<file path="config.mk">
export PLATFORM = sky130hd
export DESIGN_NAME = hcsr04_echo_timer
export DESIGN_NICKNAME = d
export VERILOG_FILES = /design/src/rtl/hcsr04_echo_timer.sv
export SDC_FILE = /design/constraint.sdc
export NUM_CORES = 1
export LEC_CHECK = 0
export CAP_MARGIN = 15
export CORE_MARGIN = 2
export CORE_UTILIZATION = 30
export CTS_CLUSTER_SIZE = 24
export DETAILED_ROUTE_END_ITERATION = 10
export SLEW_MARGIN = 15
export SYNTH_ARGS = -nofsm -noshare
export SYNTH_HDL_FRONTEND = slang
export SYNTH_SLANG_ARGS = --single-unit
</file>
<file path="constraint.sdc">
create_clock -name clk -period 4.9 [get_ports clk]
set_input_delay 1.47 -clock clk [delete_from_list [all_inputs] [get_ports clk]]
set_output_delay 1.47 -clock clk [all_outputs]
set_load 0.005 [all_outputs]
</file>
<file path="src/rtl/hcsr04_echo_timer.sv">
// HC-SR04 echo timer: fires the trigger pulse, times the synchronised echo
// in clk cycles and publishes a held width with a single-cycle valid strobe.
// A missing echo or an echo longer than the sensor's no-object width both
// report ECHO_MAX_TICKS with timeout set, so downstream sees "far".
module hcsr04_echo_timer #(
  parameter logic [31:0] TRIG_TICKS          = 32'd120,
  parameter logic [31:0] START_TIMEOUT_TICKS = 32'd24_000,
  parameter logic [31:0] ECHO_MAX_TICKS      = 32'd456_000,
  parameter logic [31:0] COOLDOWN_TICKS      = 32'd720_000
) (
  input  logic        clk,
  input  logic        reset_n,
  input  logic        echo,
  output logic        trig,
  output logic [31:0] echo_width,
  output logic        width_valid,
  output logic        timeout
);

  typedef enum logic [2:0] {
    S_TRIG_PENDING = 3'd0,
    S_TRIG         = 3'd1,
    S_WAIT_RISE    = 3'd2,
    S_MEASURE      = 3'd3,
    S_WAIT_LOW     = 3'd4,
    S_COOLDOWN     = 3'd5
  } state_t;

  state_t state_q, state_d;

  // Echo synchroniser and edge detect
  logic echo_meta_q;
  logic echo_s_q;
  logic echo_s_prev_q;
  logic rise_q;
  logic rise_d;
  logic echo_lvl;

  // Shared counter: trigger length, start wait, echo width, cooldown
  logic [31:0] cnt_q, cnt_d;
  logic [31:0] cnt_inc;

  // Registered outputs
  logic        trig_q, trig_d;
  logic [31:0] width_q, width_d;
  logic        valid_q, valid_d;
  logic        timeout_q, timeout_d;

  // Per-state terminal conditions
  logic trig_done;
  logic start_expired;
  logic echo_full;
  logic cool_done;

  // A rise is echo_s high now and low the cycle before; it is registered, so
  // the level that lines up with it is the one-cycle-delayed echo_s.  Using
  // that delayed level while measuring gives both edges the same latency.
  assign rise_d   = echo_s_q & ~echo_s_prev_q;
  assign echo_lvl = echo_s_prev_q;

  // The counter never wraps: it sticks at all-ones if ever driven that far.
  assign cnt_inc = (cnt_q == 32'hFFFF_FFFF) ? cnt_q : cnt_q + 32'd1;

  assign trig_done     = (cnt_inc >= TRIG_TICKS);
  assign start_expired = (cnt_inc >= START_TIMEOUT_TICKS);
  assign echo_full     = (cnt_inc >= ECHO_MAX_TICKS);
  assign cool_done     = (cnt_inc >= COOLDOWN_TICKS);

  // State register, synchroniser and output flops with synchronous reset
  always_ff @(posedge clk) begin
    if (!reset_n) begin
      state_q       <= S_TRIG_PENDING;
      echo_meta_q   <= 1'b0;
      echo_s_q      <= 1'b0;
      echo_s_prev_q <= 1'b0;
      rise_q        <= 1'b0;
      cnt_q         <= 32'd0;
      trig_q        <= 1'b0;
      width_q       <= 32'd0;
      valid_q       <= 1'b0;
      timeout_q     <= 1'b0;
    end else begin
      state_q       <= state_d;
      echo_meta_q   <= echo;
      echo_s_q      <= echo_meta_q;
      echo_s_prev_q <= echo_s_q;
      rise_q        <= rise_d;
      cnt_q         <= cnt_d;
      trig_q        <= trig_d;
      width_q       <= width_d;
      valid_q       <= valid_d;
      timeout_q     <= timeout_d;
    end
  end

  // Next-state logic; a rise in S_WAIT_RISE wins over a same-cycle timeout
  always_comb begin
    state_d = state_q;
    case (state_q)
      S_TRIG_PENDING: state_d = S_TRIG;
      S_TRIG: begin
        if (trig_done) begin
          state_d = S_WAIT_RISE;
        end
      end
      S_WAIT_RISE: begin
        if (rise_q) begin
          state_d = S_MEASURE;
        end else if (start_expired) begin
          state_d = S_COOLDOWN;
        end
      end
      S_MEASURE: begin
        if (!echo_lvl) begin
          state_d = S_COOLDOWN;
        end else if (echo_full) begin
          state_d = S_WAIT_LOW;
        end
      end
      S_WAIT_LOW: begin
        if (!echo_lvl) begin
          state_d = S_COOLDOWN;
        end
      end
      S_COOLDOWN: begin
        if (cool_done) begin
          state_d = S_TRIG;
        end
      end
      default: state_d = S_TRIG_PENDING;
    endcase
  end

  // Counter and output values for the next cycle; results only move on a strobe
  always_comb begin
    cnt_d     = cnt_q;
    trig_d    = trig_q;
    width_d   = width_q;
    timeout_d = timeout_q;
    valid_d   = 1'b0;
    case (state_q)
      S_TRIG_PENDING: begin
        trig_d = 1'b1;
        cnt_d  = 32'd0;
      end
      S_TRIG: begin
        if (trig_done) begin
          trig_d = 1'b0;
          cnt_d  = 32'd0;
        end else begin
          cnt_d = cnt_inc;
        end
      end
      S_WAIT_RISE: begin
        if (rise_q) begin
          // The cycle that produced the rise is the first high cycle.
          cnt_d = 32'd1;
        end else if (start_expired) begin
          width_d   = ECHO_MAX_TICKS;
          timeout_d = 1'b1;
          valid_d   = 1'b1;
          cnt_d     = 32'd0;
        end else begin
          cnt_d = cnt_inc;
        end
      end
      S_MEASURE: begin
        if (!echo_lvl) begin
          width_d   = cnt_q;
          timeout_d = 1'b0;
          valid_d   = 1'b1;
          cnt_d     = 32'd0;
        end else if (echo_full) begin
          width_d   = ECHO_MAX_TICKS;
          timeout_d = 1'b1;
          valid_d   = 1'b1;
          cnt_d     = 32'd0;
        end else begin
          cnt_d = cnt_inc;
        end
      end
      S_WAIT_LOW: begin
        // Hold the counter at zero so cooldown starts fresh once echo drops.
        cnt_d = 32'd0;
      end
      S_COOLDOWN: begin
        if (cool_done) begin
          trig_d = 1'b1;
          cnt_d  = 32'd0;
        end else begin
          cnt_d = cnt_inc;
        end
      end
      default: begin
        trig_d = 1'b0;
        cnt_d  = 32'd0;
      end
    endcase
  end

  assign trig        = trig_q;
  assign echo_width  = width_q;
  assign width_valid = valid_q;
  assign timeout     = timeout_q;

endmodule

</file>
# --- Yosys cells after proc, flatten, opt, wreduce, memory -nomap -nowiden ---
# Cells that the tools add are included.
classes:
  muxes: 34
  n_reduce_logical: 6
  n_addsub: 1
  mul: 0
  n_shift: 0
  eq_ne: 13
  div: 0
  n_bitwise: 3
  order_cmp: 4
op_table:
  columns: ["cell", "count"]
  rows:
  - ["$mux 32", 11]
  - ["$pmux 32 s4", 1]
  - ["$pmux 32 s2", 1]
  - ["$add 32x1->32 const B", 1]
  - ["$eq 32x32->1 const B", 1]
  - ["$ge 32x15->1 const B", 1]
  - ["$ge 32x19->1 const B", 1]
  - ["$ge 32x20->1 const B", 1]
  - ["$ge 32x7->1 const B", 1]
  - ["$mux 3", 7]
  - ["$pmux 3 s6", 1]
  - ["$mux 1", 10]
  - ["$ne 2x2->1 const B", 5]
  - ["$eq 3x2->1 const B", 2]
  - ["$eq 3x3->1 const B", 2]
  - ["$ne 3x3->1 const B", 2]
  - ["$reduce_and 5->1", 1]
  - ["$pmux 1 s2", 2]
  - ["$pmux 1 s4", 1]
  - ["$reduce_and 4->1", 1]
  - ["$eq 3x1->1 const B", 1]
  - ["$logic_not 3->1", 1]
  - ["$reduce_and 3->1", 1]
  - ["$reduce_or 3->1", 1]
  - ["3 further kinds", 4]
totals:
  output_inout_bits: 35
  regBits: 74
  inputBits: 3
  mem_bits_rw: 0
  rom_bits: 0
  mem_count: 0
  latchBits: 0
  wordCells: 71

# --- Depth between registers and ports, before layout ---
depth:
  depth_word: 6
  mapped_depth: 15
  ltp_nobuf: 10

# --- Least setup slack after synthesis ---
# OpenSTA, ideal clock, no wires.
synth_timing:
  path_kind: "reg-to-reg"
  from: "reg cnt_q[0]"
  to: "reg cnt_q[18]"
  setup_slack_ns: 1.413
  stages_incl_launch_ff: 15
  setup_ns: 0.132
  arrival_time_ns: 3.355
  n_path_buf: 4
  cell_sequence: "dfxtp_1 -> ha_1 -> and4_1 -> buf_2 -> and3_1 -> clkbuf_1 -> and4_1 -> clkbuf_1 -> nor4_1 -> o21ai_0 -> nor4_1 -> o22ai_1 -> a211oi_4 -> buf_6 -> nor3_2"
synth_via:
  elab_chain_len: 6
  word_cells_on_any_way: 14
  cone_classes: "add/sub (1); order compare (4); eq/ne (1); mux (8)"
synth_lines:
  columns: ["element", "line", "source"]
  rows:
  - ["start, declared", "40", "logic [31:0] cnt_q, cnt_d;"]
  - ["start signal, assigned", "88", "cnt_q <= cnt_d;"]
  - ["$add 32x1->32 / $eq 32x32->1 (equally long branches)", "62", "assign cnt_inc = (cnt_q == 32'hFFFF_FFFF) ? cnt_q : cnt_q + 32'd1;"]
  - ["$mux 32 *", "62", null]
  - ["$ge 32x19->1 / $ge 32x15->1 (equally long branches)", "66, 65", null]
  - ["$mux 32 (on tied branches)", "173, 158", null]
  - ["$mux 32 (on tied branches)", "168, 155", null]
  - ["$pmux 32 s4 *", "141", "case (state_q)"]
# Mark *: on every way between the ends. The rest lies on a longest branch, timed or not.
# A chain may end at the register's enable or synchronous reset.

# --- Worst setup path in the final report ---
layout_timing:
  from: "reg cnt_q[0]"
  to: "reg cnt_q[6]"
# The elaborated chain is that of the path after synthesis.

==> flow_summary.html <==
<table>
<tr><th>Metric</th><th>Value</th></tr>
<tr><th colspan="2">Logic synthesis</th></tr>
<tr><td>Number of enable-type register cells in the synthesized netlist</td><td>0</td></tr>
<tr><td>Post-synthesis area per instance</td><td>between 8 and 9 um^2</td></tr>
<tr><td>Number of distinct library cell variants in the gate-level netlist after synthesis</td><td>between 60 and 70</td></tr>
<tr><td>Number of storage elements in the synthesis netlist</td><td>74</td></tr>
<tr><td>Top cell type's share of synthesized area</td><td>40.44%</td></tr>
<tr><td>Proportion of synthesized flip-flops having asynchronous set or reset</td><td>0%</td></tr>
<tr><td>Number of warnings printed during yosys synthesis</td><td>0</td></tr>
<tr><td>Primary flip-flop cell chosen by synthesis mapping</td><td>sky130_fd_sc_hd__dfxtp_1</td></tr>
<tr><td>Combined area of all synthesized cells</td><td>about 3700 um^2</td></tr>
<tr><td>Top cells by count, synth</td><td>74 x sky130_fd_sc_hd__dfxtp_1, 29 x sky130_fd_sc_hd__o21ai_0, 24 x sky130_fd_sc_hd__nand2_1</td></tr>
<tr><td>Top cells by area in the synthesized netlist</td><td>sky130_fd_sc_hd__dfxtp_1 40%, sky130_fd_sc_hd__a32o_1 6.3%, sky130_fd_sc_hd__o21ai_0 4.0%</td></tr>
<tr><td>Most frequently used cell type in the post-synthesis netlist</td><td>sky130_fd_sc_hd__dfxtp_1</td></tr>
<tr><td>Sequential fraction of the synthesis area</td><td>roughly two fifths</td></tr>
<tr><td>Library cell occupying the most area in the post-synthesis netlist</td><td>sky130_fd_sc_hd__dfxtp_1</td></tr>
<tr><td>Syn Inst Count</td><td>410</td></tr>
<tr><th colspan="2">Layout</th></tr>
<tr><td>Final net count</td><td>roughly 460</td></tr>
<tr><td>Fill cell count</td><td>approximately 1,200</td></tr>
<tr><td>Utilization after layout</td><td>~38%</td></tr>
<tr><td>Layout cell share with drive strength beyond 1</td><td>between 9 and 10%</td></tr>
<tr><td>Final std cell area, no fill</td><td>4522 um^2</td></tr>
<tr><td>Post-synthesis to final-layout area growth</td><td>23.43%</td></tr>
<tr><td>Antenna cell count</td><td>0</td></tr>
<tr><th colspan="2">Clock tree</th></tr>
<tr><td>Library cell used as clock root buffer</td><td>sky130_fd_sc_hd__clkbuf_16</td></tr>
<tr><td>Number of buffers created by CTS</td><td>9</td></tr>
<tr><td>Clock latency on the worst-skew pair</td><td>around 0.33 ns</td></tr>
<tr><td>Clock-pin slew on the worst setup and hold paths</td><td>0.05 ns</td></tr>
<tr><td>Number of setup buffers added after CTS</td><td>0</td></tr>
<tr><td>Clock Tree Buf Depth</td><td>2</td></tr>
<tr><td>Max H-tree Level</td><td>3</td></tr>
<tr><td>Sink count of the clock tree</td><td>74</td></tr>
<tr><td>TritonCTS clock tree</td><td>done</td></tr>
<tr><td>Resized Gates After CTS</td><td>0</td></tr>
<tr><td>CTS hold repair buffers</td><td>0</td></tr>
<tr><th colspan="2">Global route</th></tr>
<tr><td>Global-route wire length before repair</td><td>around 17 mm</td></tr>
<tr><td>Global-route usage over all layers</td><td>16.24%</td></tr>
<tr><td>Pin count of the biggest net entering global routing</td><td>44</td></tr>
<tr><td>Antenna violations before repair</td><td>0</td></tr>
<tr><td>Vias in the first global route</td><td>between 3,000 and 4,000</td></tr>
<tr><td>Congestion Overflow GR</td><td>0</td></tr>
<tr><th colspan="2">Hold path</th></tr>
<tr><td>Min-delay worst type</td><td>flop to flop</td></tr>
<tr><td>Hold_sp</td><td>timeout</td></tr>
<tr><th colspan="2">Routing</th></tr>
<tr><td>Post-route antenna net violation count</td><td>0</td></tr>
<tr><td>Drt first pass iters</td><td>4</td></tr>
<tr><td>Overall routed net length</td><td>roughly 10 mm</td></tr>
<tr><td>Average wire per cell in the routed design</td><td>around 17 um</td></tr>
<tr><td>Detailed router's first-iteration violation count</td><td>222</td></tr>
<tr><td>Total vias in the final route</td><td>around 3,400</td></tr>
<tr><td>Post-DR vias/cell</td><td>between 5 and 6</td></tr>
<tr><td># DRC</td><td>0</td></tr>
<tr><th colspan="2">Floorplanning</th></tr>
<tr><td>Io pins</td><td>38</td></tr>
<tr><td>Number of rows created at floorplan</td><td>40</td></tr>
<tr><td>Std-Cell Core Area</td><td>between 10,000 and 15,000 um^2</td></tr>
<tr><td>Die outline height</td><td>114.5 um</td></tr>
<tr><td>Starting utilization of the core area</td><td>between 30% and 40%</td></tr>
<tr><td>Area enclosed by the die boundary</td><td>about 13,000 um^2</td></tr>
<tr><td>Die extent in x</td><td>between 100 and 150 um</td></tr>
<tr><th colspan="2">Timing</th></tr>
<tr><td>Final worst path period share</td><td>87.24%</td></tr>
<tr><td>Setup repair after global routing missed its margin</td><td>no</td></tr>
<tr><td>Worst slew slack as a fraction of its limit</td><td>49.07%</td></tr>
<tr><td>Total count of max-transition violations in the final report</td><td>0</td></tr>
<tr><td>Fin Setup TNS</td><td>0 ns</td></tr>
<tr><td>Max Clock Skew</td><td>just over 0.009 ns</td></tr>
<tr><td>Final setup violating endpoints</td><td>0</td></tr>
<tr><td>Highest clock rate</td><td>between 200 and 250 MHz</td></tr>
<tr><td>Actual slew at the worst max-slew pin</td><td>about 0.76 ns</td></tr>
<tr><td>Final worst path period need</td><td>roughly 4.3 ns</td></tr>
<tr><td>Hold Fails Final Rpt</td><td>0</td></tr>
<tr><th colspan="2">Setup path</th></tr>
<tr><td>Crit-path max FO</td><td>10</td></tr>
<tr><td>R2r startpoint</td><td>cnt_q[0]</td></tr>
<tr><td>Launch point of the worst path</td><td>cnt_q[0]</td></tr>
<tr><td>Crit path launch type</td><td>flop</td></tr>
<tr><td>Required time of the worst setup path</td><td>between 5 and 6 ns</td></tr>
<tr><td>Type of the worst setup path</td><td>flop to flop</td></tr>
<tr><td>Endpoint arrival time on the critical path</td><td>between 4 and 5 ns</td></tr>
<tr><td>Flop-to-flop setup slack</td><td>0.62 ns</td></tr>
<tr><td>Critical Path Sink Type</td><td>flop</td></tr>
<tr><th colspan="2">Place</th></tr>
<tr><td>Total cell area at the placement stage</td><td>between 4000 and 5000 um^2</td></tr>
<tr><td>Gp weighted congestion</td><td>~0.93</td></tr>
<tr><td>Count of input and output buffers</td><td>37</td></tr>
<tr><td>Detail Placement HPWL</td><td>about 7.5 mm</td></tr>
<tr><th colspan="2">Status</th></tr>
<tr><td>Status</td><td>completed</td></tr>
<tr><th colspan="2">Job</th></tr>
<tr><td>Number of maximum-capacitance constraint violations</td><td>0</td></tr>
<tr><th colspan="2">Power</th></tr>
<tr><td>Total power divided by cell area</td><td>~300 nW/um^2</td></tr>
<tr><td>Static leakage</td><td>between 1 and 1.5 nW</td></tr>
<tr><td>Peak supply drop</td><td>about 0.00013 V</td></tr>
</table>
-- cell usage in the layout (no fill, tap or decap), types with 3 or more instances in the layout --
| master | count |
|---|---|
| sky130_fd_sc_hd__dfxtp_1 | 74 |
| sky130_fd_sc_hd__clkdlybuf4s50_1 | 37 |
| sky130_fd_sc_hd__o21ai_0 | 29 |
| sky130_fd_sc_hd__nand2_1 | 24 |
| sky130_fd_sc_hd__a32o_1 | 23 |
| sky130_fd_sc_hd__nand3_1 | 22 |
| sky130_fd_sc_hd__a21oi_1 | 22 |
| sky130_fd_sc_hd__nor2_1 | 20 |
| sky130_fd_sc_hd__inv_1 | 19 |
| sky130_fd_sc_hd__nor3_1 | 16 |
| sky130_fd_sc_hd__nand4_1 | 12 |
| sky130_fd_sc_hd__nor4_1 | 12 |
| sky130_fd_sc_hd__conb_1 | 12 |
| sky130_fd_sc_hd__and4_1 | 9 |
| sky130_fd_sc_hd__and2_1 | 9 |
| sky130_fd_sc_hd__clkbuf_16 | 9 |
| sky130_fd_sc_hd__a31oi_1 | 8 |
| sky130_fd_sc_hd__buf_4 | 8 |
| sky130_fd_sc_hd__and3_1 | 7 |
| sky130_fd_sc_hd__o211ai_1 | 7 |
| sky130_fd_sc_hd__xnor2_1 | 6 |
| sky130_fd_sc_hd__mux2i_1 | 5 |
| sky130_fd_sc_hd__nor3_2 | 5 |
| sky130_fd_sc_hd__nor3b_2 | 5 |
| sky130_fd_sc_hd__or3_1 | 4 |
| sky130_fd_sc_hd__o21a_1 | 4 |
| sky130_fd_sc_hd__or4_1 | 3 |
| sky130_fd_sc_hd__o2111ai_1 | 3 |
| sky130_fd_sc_hd__clkbuf_8 | 3 |
-- where the power goes --
| part | switching [W] | internal (W) |
|---|---|---|
| logic | 0.0000657 | 0.0000552 |
| clock network | 0.000234 | 0.000383 |
| registers | 0.0000201 | 0.000624 |
| total | 0.000320 | 0.00106 |
-- cells by family (layout without fill, tap and decap cells) --
| kind of cell | Yosys count | count (layout) | share of synthesized area, % |
|---|---|---|---|
| adders and majority gates | 1 | 1 | 0.3415 |
| other | 1 | 12 | 0.1024 |
| AOI/OAI and AO/OA | 115 | 115 | 22.88 |
| xor gates and xnor gates | 8 | 8 | 1.913 |
| DFF | 74 | 74 | 40.44 |
| muxes | 5 | 5 | 1.366 |
| and+or+nand+nor | 166 | 166 | 28.24 |
| buffers and inverters | 40 | 81 | 4.713 |
-- worst paths after layout --
check | endpoint | cells after the start
worst max-delay path | cnt_q[6] | 11
worst min-delay path | timeout | 2
worst max register to register | cnt_q[6] | 11
worst min register to register | timeout | 2
-- worst max-delay path, cell delays in order, from the launching register on --
cell	delay (ns)
sky130_fd_sc_hd__dfxtp_1	0.43
sky130_fd_sc_hd__ha_1	0.25
sky130_fd_sc_hd__and4_1	0.44
sky130_fd_sc_hd__and3_1	0.41
sky130_fd_sc_hd__nand4_1	0.50
sky130_fd_sc_hd__nand3_1	0.28
sky130_fd_sc_hd__nand4_1	0.20
sky130_fd_sc_hd__nor4_1	0.42
sky130_fd_sc_hd__o22ai_1	0.31
sky130_fd_sc_hd__a211oi_4	0.62
sky130_fd_sc_hd__buf_12	0.22
sky130_fd_sc_hd__nor3b_1	0.06
-- metal layers --
metal  track usage [%]  routed length [um]
met5                 0                   0
met4             7.073                 343
met3             3.600                 608
met1             23.88                4895
met2             22.49                4341
-- area by class of cell --
type                       count  area, um^2  share of cell area (%)
timing repair buffer          46       450.4                   9.961
sequential                    74        1481                   32.76
tap                          147       183.9                   4.068
clock inverter                 2       10.01                  0.2214
inverter                      19       71.32                   1.577
multi-input combinational    307        2051                   45.35
clock buffer                  14       274.0                   6.060
-- through the flow --
step	std cells	power, W	hold WS (ns)	setup WS [ns]
4_1_cts	609	0.001397	0.4429	0.6936
3_3_place_gp	593	0.0007755	0.4258	0.8015
6_report	609	0.001382	0.4380	0.6250
2_1_floorplan	421	0.0007256	0.4119	1.413
5_1_grt	609	0.001441	0.4571	0.3588
3_5_place_dp	593	0.0007778	0.4348	0.7105
Note: power is estimated with default switching activity, not from simulation.
